===== config.mk =====
export PLATFORM = sky130hd
export DESIGN_NAME = key_event_fsm_flat
export DESIGN_NICKNAME = d
export VERILOG_FILES = /design/src/rtl/key_event_fsm_pkg.sv /design/src/rtl/key_event_fsm_if.sv /design/src/rtl/key_edge_det.sv /design/src/rtl/key_event_fsm.sv /design/src/flat_wrapper.sv
export SDC_FILE = /design/constraint.sdc
export NUM_CORES = 1
export LEC_CHECK = 0
export BUFFER_PORTS_ARGS = -buffer_cell sky130_fd_sc_hd__buf_2
export CORE_UTILIZATION = 55
export CTS_CLUSTER_SIZE = 16
export DETAILED_ROUTE_END_ITERATION = 6
export PLACE_DENSITY = 0.75
export REMOVE_ABC_BUFFERS = 1
export SLEW_MARGIN = 10
export SYNTH_ARGS = -nofsm -noshare
export SYNTH_HDL_FRONTEND = slang
export SYNTH_SLANG_ARGS = --single-unit

===== constraint.sdc =====
create_clock -name clk100hz -period 2.53 [get_ports clk100hz]
set_clock_uncertainty 0.15 [all_clocks]
set_input_delay 0 -clock clk100hz [delete_from_list [all_inputs] [get_ports clk100hz]]
set_output_delay 0 -clock clk100hz [all_outputs]
set_load 0.03 [all_outputs]

===== src/rtl/key_event_fsm_pkg.sv =====
// Shared definitions for the key event classifier: state encodings, default tick counts
// and a width helper.
package key_event_fsm_pkg;

  localparam int KEY_LONG_TICKS = 100;
  localparam int KEY_REP_TICKS  = 20;

  typedef logic [1:0] state_t;

  localparam logic [1:0] ST_IDLE  = 2'd0;
  localparam logic [1:0] ST_PRESS = 2'd1;
  localparam logic [1:0] ST_LONG  = 2'd2;

  function automatic int max_int(input int a, input int b);
    return (a > b) ? a : b;
  endfunction

endpackage


===== src/rtl/key_event_fsm_if.sv =====
// Key level in, classified single-cycle events out. The slave modport is the classifier
// side, and the master modport is the consumer/driver side.
interface key_event_fsm_if;
  logic key_in;
  logic short_pulse;
  logic long_pulse;
  logic repeat_pulse;
  logic key_held;

  modport slave  (input key_in, output short_pulse, long_pulse, repeat_pulse, key_held);
  modport master (output key_in, input short_pulse, long_pulse, repeat_pulse, key_held);
endinterface


===== src/rtl/key_edge_det.sv =====
// Previous-sample register and press-edge detect for the debounced key level.
module key_edge_det #(
  parameter bit PRESS_LVL = 1'b1
) (
  input  logic clk100hz,
  input  logic rst_n,
  input  logic i_key,
  output logic o_pressed,
  output logic o_press_edge
);

  logic r_key_q;
  logic w_pressed;

  assign w_pressed = (i_key == PRESS_LVL);

  // Resetting to "pressed" means a key held through reset never produces an edge.
  always_ff @(posedge clk100hz or negedge rst_n) begin
    if (!rst_n) r_key_q <= 1'b1;
    else        r_key_q <= w_pressed;
  end

  assign o_pressed    = w_pressed;
  assign o_press_edge = w_pressed & ~r_key_q;

endmodule


===== src/rtl/key_event_fsm.sv =====
// Short/long/auto-repeat key event classifier; KEY_REPEAT_EN enables the repeat pulses.
// state    | meaning
// ST_IDLE  | waiting for a press edge
// ST_PRESS | counting pressed samples towards a long press
// ST_LONG  | long press reported, waiting for release (repeats if enabled)
module key_event_fsm
  import key_event_fsm_pkg::*;
#(
  parameter int LONG_TICKS = KEY_LONG_TICKS,
  parameter int REP_TICKS  = KEY_REP_TICKS,
  parameter bit PRESS_LVL  = 1'b1
) (
  input  logic         clk100hz,
  input  logic         rst_n,
  key_event_fsm_if.slave kev
);

  localparam int CW = $clog2(max_int(LONG_TICKS, REP_TICKS) + 1);
  localparam logic [CW-1:0] LONG_C = CW'(LONG_TICKS);
`ifdef KEY_REPEAT_EN
  localparam logic [CW-1:0] REP_C  = CW'(REP_TICKS);
`endif

  state_t        r_state;
  logic [CW-1:0] r_cnt;
  logic [CW-1:0] w_cnt_inc;
  logic          r_short;
  logic          r_long;
  logic          r_held;
  logic          w_p;
  logic          w_edge;

  key_edge_det #(.PRESS_LVL(PRESS_LVL)) u_edge (
    .clk100hz     (clk100hz),
    .rst_n        (rst_n),
    .i_key        (kev.key_in),
    .o_pressed    (w_p),
    .o_press_edge (w_edge)
  );

  assign w_cnt_inc = r_cnt + 1'b1;

`ifdef KEY_REPEAT_EN
  logic r_rep;
`endif

  always_ff @(posedge clk100hz or negedge rst_n) begin
    if (!rst_n) begin
      r_state <= ST_IDLE;
      r_cnt   <= '0;
      r_short <= 1'b0;
      r_long  <= 1'b0;
      r_held  <= 1'b0;
`ifdef KEY_REPEAT_EN
      r_rep   <= 1'b0;
`endif
    end else begin
      r_short <= 1'b0;
      r_long  <= 1'b0;
`ifdef KEY_REPEAT_EN
      r_rep   <= 1'b0;
`endif
      case (r_state)
        ST_IDLE: begin
          if (w_edge) begin
            r_state <= ST_PRESS;
            r_cnt   <= CW'(1);
            r_held  <= 1'b1;
          end
        end
        ST_PRESS: begin
          if (w_p) begin
            if (w_cnt_inc == LONG_C) begin
              r_long  <= 1'b1;
              r_state <= ST_LONG;
              r_cnt   <= '0;
            end else begin
              r_cnt <= w_cnt_inc;
            end
          end else begin
            r_short <= 1'b1;
            r_state <= ST_IDLE;
            r_cnt   <= '0;
            r_held  <= 1'b0;
          end
        end
        ST_LONG: begin
          if (!w_p) begin
            r_state <= ST_IDLE;
            r_cnt   <= '0;
            r_held  <= 1'b0;
          end
`ifdef KEY_REPEAT_EN
          else if (w_cnt_inc == REP_C) begin
            r_rep <= 1'b1;
            r_cnt <= '0;
          end else begin
            r_cnt <= w_cnt_inc;
          end
`endif
        end
        default: begin
          r_state <= ST_IDLE;
          r_cnt   <= '0;
          r_held  <= 1'b0;
        end
      endcase
    end
  end

  assign kev.short_pulse = r_short;
  assign kev.long_pulse  = r_long;
  assign kev.key_held    = r_held;
`ifdef KEY_REPEAT_EN
  assign kev.repeat_pulse = r_rep;
`else
  assign kev.repeat_pulse = 1'b0;
`endif

endmodule

===== src/flat_wrapper.sv =====
// flat-port wrapper written by rule: the top's interface ports become plain ports
module key_event_fsm_flat import key_event_fsm_pkg::*;
#(
  parameter int LONG_TICKS = KEY_LONG_TICKS,
  parameter int REP_TICKS  = KEY_REP_TICKS,
  parameter bit PRESS_LVL  = 1'b1
)
  (clk100hz, rst_n, kev_key_in, kev_short_pulse, kev_long_pulse, kev_repeat_pulse, kev_key_held);
  key_event_fsm_if kev_i ();
  input  logic clk100hz;
  input  logic rst_n;
  input wire logic [$bits(kev_i.key_in)-1:0] kev_key_in;
  output wire logic [$bits(kev_i.short_pulse)-1:0] kev_short_pulse;
  output wire logic [$bits(kev_i.long_pulse)-1:0] kev_long_pulse;
  output wire logic [$bits(kev_i.repeat_pulse)-1:0] kev_repeat_pulse;
  output wire logic [$bits(kev_i.key_held)-1:0] kev_key_held;
  assign kev_i.key_in = kev_key_in;
  assign kev_short_pulse = kev_i.short_pulse;
  assign kev_long_pulse = kev_i.long_pulse;
  assign kev_repeat_pulse = kev_i.repeat_pulse;
  assign kev_key_held = kev_i.key_held;
  key_event_fsm #(.LONG_TICKS(LONG_TICKS), .REP_TICKS(REP_TICKS), .PRESS_LVL(PRESS_LVL)) u_core (.clk100hz(clk100hz), .rst_n(rst_n), .kev(kev_i));
endmodule

-- Yosys cells after proc, flatten, opt, wreduce, memory -nomap -nowiden
Index checks and enable logic that the tools add are counted.
- output and inout bits: 4
- word-level logic and storage cells: 39
- bits of input ports: 3
- bits in registers: 13
- bitwise gates (word level): 2
- add/sub/neg operators: 1
- reductions and logical operators: 5
- equal/unequal tests: 7
- mux-type cells: 18
- operators with widths (cell ; count):
    7-bit two-way mux ; 4
    7-bit case mux with 3 select lines ; 1
    2-bit two-way mux ; 4
    7-bit by 1-bit adder with 7-bit output, second input constant ; 1
    7-bit equality test, second input constant ; 1
    1-bit two-way mux ; 7
    2-bit inequality test, second input constant ; 3
    2-bit case mux with 3 select lines ; 1
    2-bit AND reduction ; 2
    3-bit by 2-bit inequality test with 1-bit output, second input constant ; 1
    3-bit AND reduction ; 1
    2-bit by 1-bit equality test with 1-bit output, second input constant ; 1
    2-bit equality test, second input constant ; 1
    2-bit logical NOT ; 1
    1-bit case mux with 2 select lines ; 1
    2-bit OR reduction ; 1
    1-bit bitwise AND ; 1
    1-bit inverter ; 1

-- Longest topological paths before layout
- depth after elaboration: 5
- mapped depth: 6
- depth with buffers taken out: 6

-- By module
From an unflattened synthesis, not the netlist that was laid out.
- cells, all modules: 67
- area, all modules: 729.4 um^2
- modules (own cells, without submodules) (module ; cells an instance ; instances ; sequential area each (um^2) ; area each (um^2)):
    key_event_fsm ; 64 ; 1 ; 300.3 ; 681.9
    key_edge_det ; 3 ; 1 ; 26.3 ; 47.5

-- Worst setup path before layout
OpenSTA, ideal clock, no wires.
- path kind: register -> register
- start point: register u_core.r_cnt[0]
- end point: register u_core.r_state[0]
- path buffers: 0
- cell stages (with the launch flop): 6
- library setup time: 0.128 ns
- arrival: 1.533 ns
- required time: 2.252 ns
- path slack: 0.719 ns
- period minus slack after synthesis: 1.811 ns
- cells stage by stage: dfrtp_1 ha_1 nor4b_4 nand3_2 a31oi_1 mux2_1
- cells in the longest elaborated chain, start to end: 4
- ends and longest elaborated chain (element ; line ; RTL):
    start, declared ; key_event_fsm.sv:25 ; logic [CW-1:0] r_cnt;
    start signal, assigned ; key_event_fsm.sv:78 ; r_cnt <= w_cnt_inc;
    7-bit by 1-bit adder with 7-bit output ; key_event_fsm.sv:41 ; assign w_cnt_inc = r_cnt + 1'b1;
    7-bit equality test ; key_event_fsm.sv:73 ; if (w_cnt_inc == LONG_C) begin
    3-bit by 2-bit inequality test with 1-bit output (no line) ; - ;
    3-bit AND reduction (no line) ; - ;
    end signal, assigned ; key_event_fsm.sv:49 ; r_state <= ST_IDLE;
    end signal, assigned ; key_event_fsm.sv:75 ; r_state <= ST_LONG;
    end signal, assigned ; key_event_fsm.sv:82 ; r_state <= ST_IDLE;
    end, declared ; key_event_fsm.sv:24 ; state_t r_state;
No other way between the ends.
A chain may end at the register's enable or synchronous reset.

-- Worst setup path in the final report
Ends and elaborated chain as after synthesis.

==> results.yml <==
run_status:
  status: "finished clean"
worst_setup_path:
  crit_type: "reg2reg"
  crit_path_start_kind: "register"
  cp-end-kind: "register"
  cp_max_fo: 7
  rrSetupSlack_ns: 0.52
  r2r_start: "u_core.r_cnt[0]"
  cp.arrival_ns: 2.03
  r2r_end: "u_core.r_state[0]"
  r2r_cells: 5
  critPathRequiredTime_ns: 2.55
synth:
  yosys.area_share.xor_xnor_pct: 1.209
  syn_area_um2: 724.4
  synth_top_area_share_pct: 41.45
  synth_fa_ha_area_share_pct: 6.908
  synth-seq-cells: 13
  yosys_warnings: 0
  ys_seq_area_share_pct: 45.08
  yosys.area_share.simple_pct: 19.52
  synth-async-reset-ratio_pct: 100.0
  synth_edf_count: 0
  yosys.cell_types.count: 35
  ys_top_cells_by_area: "dfrtp_1 (41%), ha_1 (6.9%), dfstp_2 (3.6%)"
  yosysMostFrequentCell: "dfrtp_1"
  netlist_instances: 69
  synth_top_family_by_area: "simple AND/OR/NAND/NOR gates"
  synth_compound_area_share_pct: 19.00
  synth-main-ff-cell: "dfrtp_1"
  synth_largest_area_cell: "dfrtp_1"
  syn_avg_cell_area_um2: 10.50
  muxShareOfSynthArea_pct: 3.109
worst_hold_path:
  hold_path_class: "in2async"
placed_design:
  dp_hpwl_um: 903.5
  gp_congestion: 0.8325
  io_buffers: 5
  place_ws_ns: 0.5440
timing:
  grt_setup_unrepaired: "false"
  setup_ws_ns: 0.5217
  fmax_mhz: 497.9
  worstMarginPinSlew_ns: 0.5732
  final_max_slew_viol_count: 0
  period_share_pct: 79.38
  fin_crit_ns: 2.008
  finalSetupTns_ns: 0
  slew_headroom_pct: 61.66
  finalHoldViolCount: 0
  setup_viol: 0
  whs_ns: 0.04911
detailed_routing:
  wl_per_cell_um: 14.61
  drc: 0
  dr.pass1.iters: 4
  vias: 551
  vias_per_cell: 5.925
  first_iter_violations: 22
  wirelength_um: 1359
  postRouteAntennaNets: 0
pwr:
  power_leakage_uw: 0.0003742
  vdd_ir_drop_max_v: 0.0006482
  power_density_nw_per_um2: 829.2
final_layout:
  drive_gt1_share_pct: 17.72
  n_antenna_cell: 0
  n_fill_cell: 82
  syn2layout_area_growth_pct: 11.05
  nets: 87
cts:
  cts.clk_slew.worst_paths_ns: 0.08
  postCtsSetupBuffers: 0
  clock_latency_ns: 0.28
  clockBufferDepth: 2
  htreeDepth: 1
  tritoncts: "yes"
  cts_buffers: 3
  cts_sinks: 13
  root_buffer: "clkbuf_4"
grt:
  grt-ovfl-total: 0
  antenna_found_initial: 0
  grt_first_pass_wirelength_um: 2346
  grt_pass1_vias: 507
  track_usage_pct: 24.94
  grt_max_degree: 13
flow_run:
  maxCapViolations: 0
floorplanning:
  fp-row-count: 12
  die_h_um: 38.29
  dieArea_um2: 1466
  die_x_um: 38.29
  fp.coreArea_um2: 1171
  start_util_pct: 61.86
  ioPinCount: 7
how the worst max path moves through the flow:
| stage | to | cells past startpoint | startpoint |
|---|---|---|---|
| 2_1_floorplan | u_core.r_state[0] | 5 | u_core.r_cnt[0] |
| 3_3_place_gp | u_core.r_state[0] | 5 | u_core.r_cnt[0] |
| 3_5_place_dp | u_core.r_state[0] | 5 | u_core.r_cnt[0] |
| 4_1_cts | u_core.r_state[0] | 5 | u_core.r_cnt[0] |
| 5_1_grt | u_core.r_state[0] | 5 | u_core.r_cnt[0] |
| 6_report | u_core.r_state[0] | 5 | u_core.r_cnt[0] |
logic make-up after synthesis:
logic type	count (synthesis)
buffers and inverters	6
xor gates and xnor gates	1
DFF	13
muxes	2
other	1
AOI/OAI and AO/OA	20
and+or+nand+nor	22
adders and majority gates	4
per-layer routing:
metal  track usage [%]  up-vias  part of all wire [%]
met3             5.233        3                   4.1
met2             33.90       19                    43
met4             13.39        0                   1.5
met5                 0        -                     0
met1             36.64      251                    52
li1                  -      278                     -
registers in the layout, summed over array words and instances, names as in the netlist:
name	count
u_core.kev.short_pulse	1
u_core.r_state	2
u_core.kev.long_pulse	1
u_core.r_cnt	7
u_core.kev.key_held	1
u_core.u_edge.r_key_q	1
through the flow:
stage	cell area, um^2	util [%]	instances	total power, uW
after floorplan	705.7	-	67	472.7
after global placement	748.2	63.89	86	527.8
after detailed placement	748.2	63.89	86	531.9
after CTS	804.5	68.70	93	667.7
after global routing	804.5	68.70	93	723.2
final	804.5	68.70	93	667.1
where the power goes:
part	internal [uW]	switching (uW)	total (uW)
clock network	61.2	70.6	132
registers	244	37.9	282
logic	107	147	254
worst max-delay path: stages, from the launching register on:
cell and delay [ns]:
dfrtp_1 0.45, ha_1 0.30, nor4b_4 0.28, nand3_2 0.17, a31oi_1 0.21, mux2_1 0.34
cell type report:
type,count,area (um^2),area share [%]
repair buffers,8,55.05,6.843
inverters,4,15.01,1.866
clock buffers,4,26.28,3.266
multi-input cells,50,364.1,45.26
well taps,14,17.52,2.177
flip-flops and latches,13,326.6,40.59
layout by cell type, fill, tap and decap left out:
master | netlist | routed
inv_1 | 4 | 4
nor4b_4 | 1 | 1
dfrtp_1 | 12 | 12
mux2_2 | 1 | 1
a22o_1 | 2 | 2
nand3_2 | 1 | 1
clkbuf_4 | 0 | 3
a22o_2 | 1 | 1
nand4b_1 | 1 | 1
a211oi_1 | 1 | 1
o21ai_1 | 1 | 1
nand3b_1 | 1 | 1
a21boi_1 | 1 | 1
nand3_1 | 4 | 4
dlygate4sd3_1 | 0 | 3
clkbuf_1 | 0 | 1
a22oi_1 | 1 | 1
xnor2_1 | 1 | 1
conb_1 | 1 | 1
nand2b_1 | 1 | 1
ha_1 | 4 | 4
o21ai_0 | 3 | 3
nand2_1 | 3 | 3
a31oi_1 | 4 | 4
and3_1 | 1 | 1
nor2_1 | 4 | 4
a41oi_1 | 1 | 1
mux2_1 | 1 | 1
and2_1 | 1 | 1
nand4_1 | 1 | 1
a32o_1 | 1 | 1
buf_2 | 0 | 5
nor2b_1 | 2 | 2
and3_2 | 1 | 1
o32ai_1 | 1 | 1
a21oi_1 | 3 | 3
dfstp_2 | 1 | 1
repair_timing:
item / CTS / global route
resized for setup: 0 / 0
hold endpoints to repair: 19 / 0
hold buffers: 3 / 0
Power figures use the tool's default switching activity.
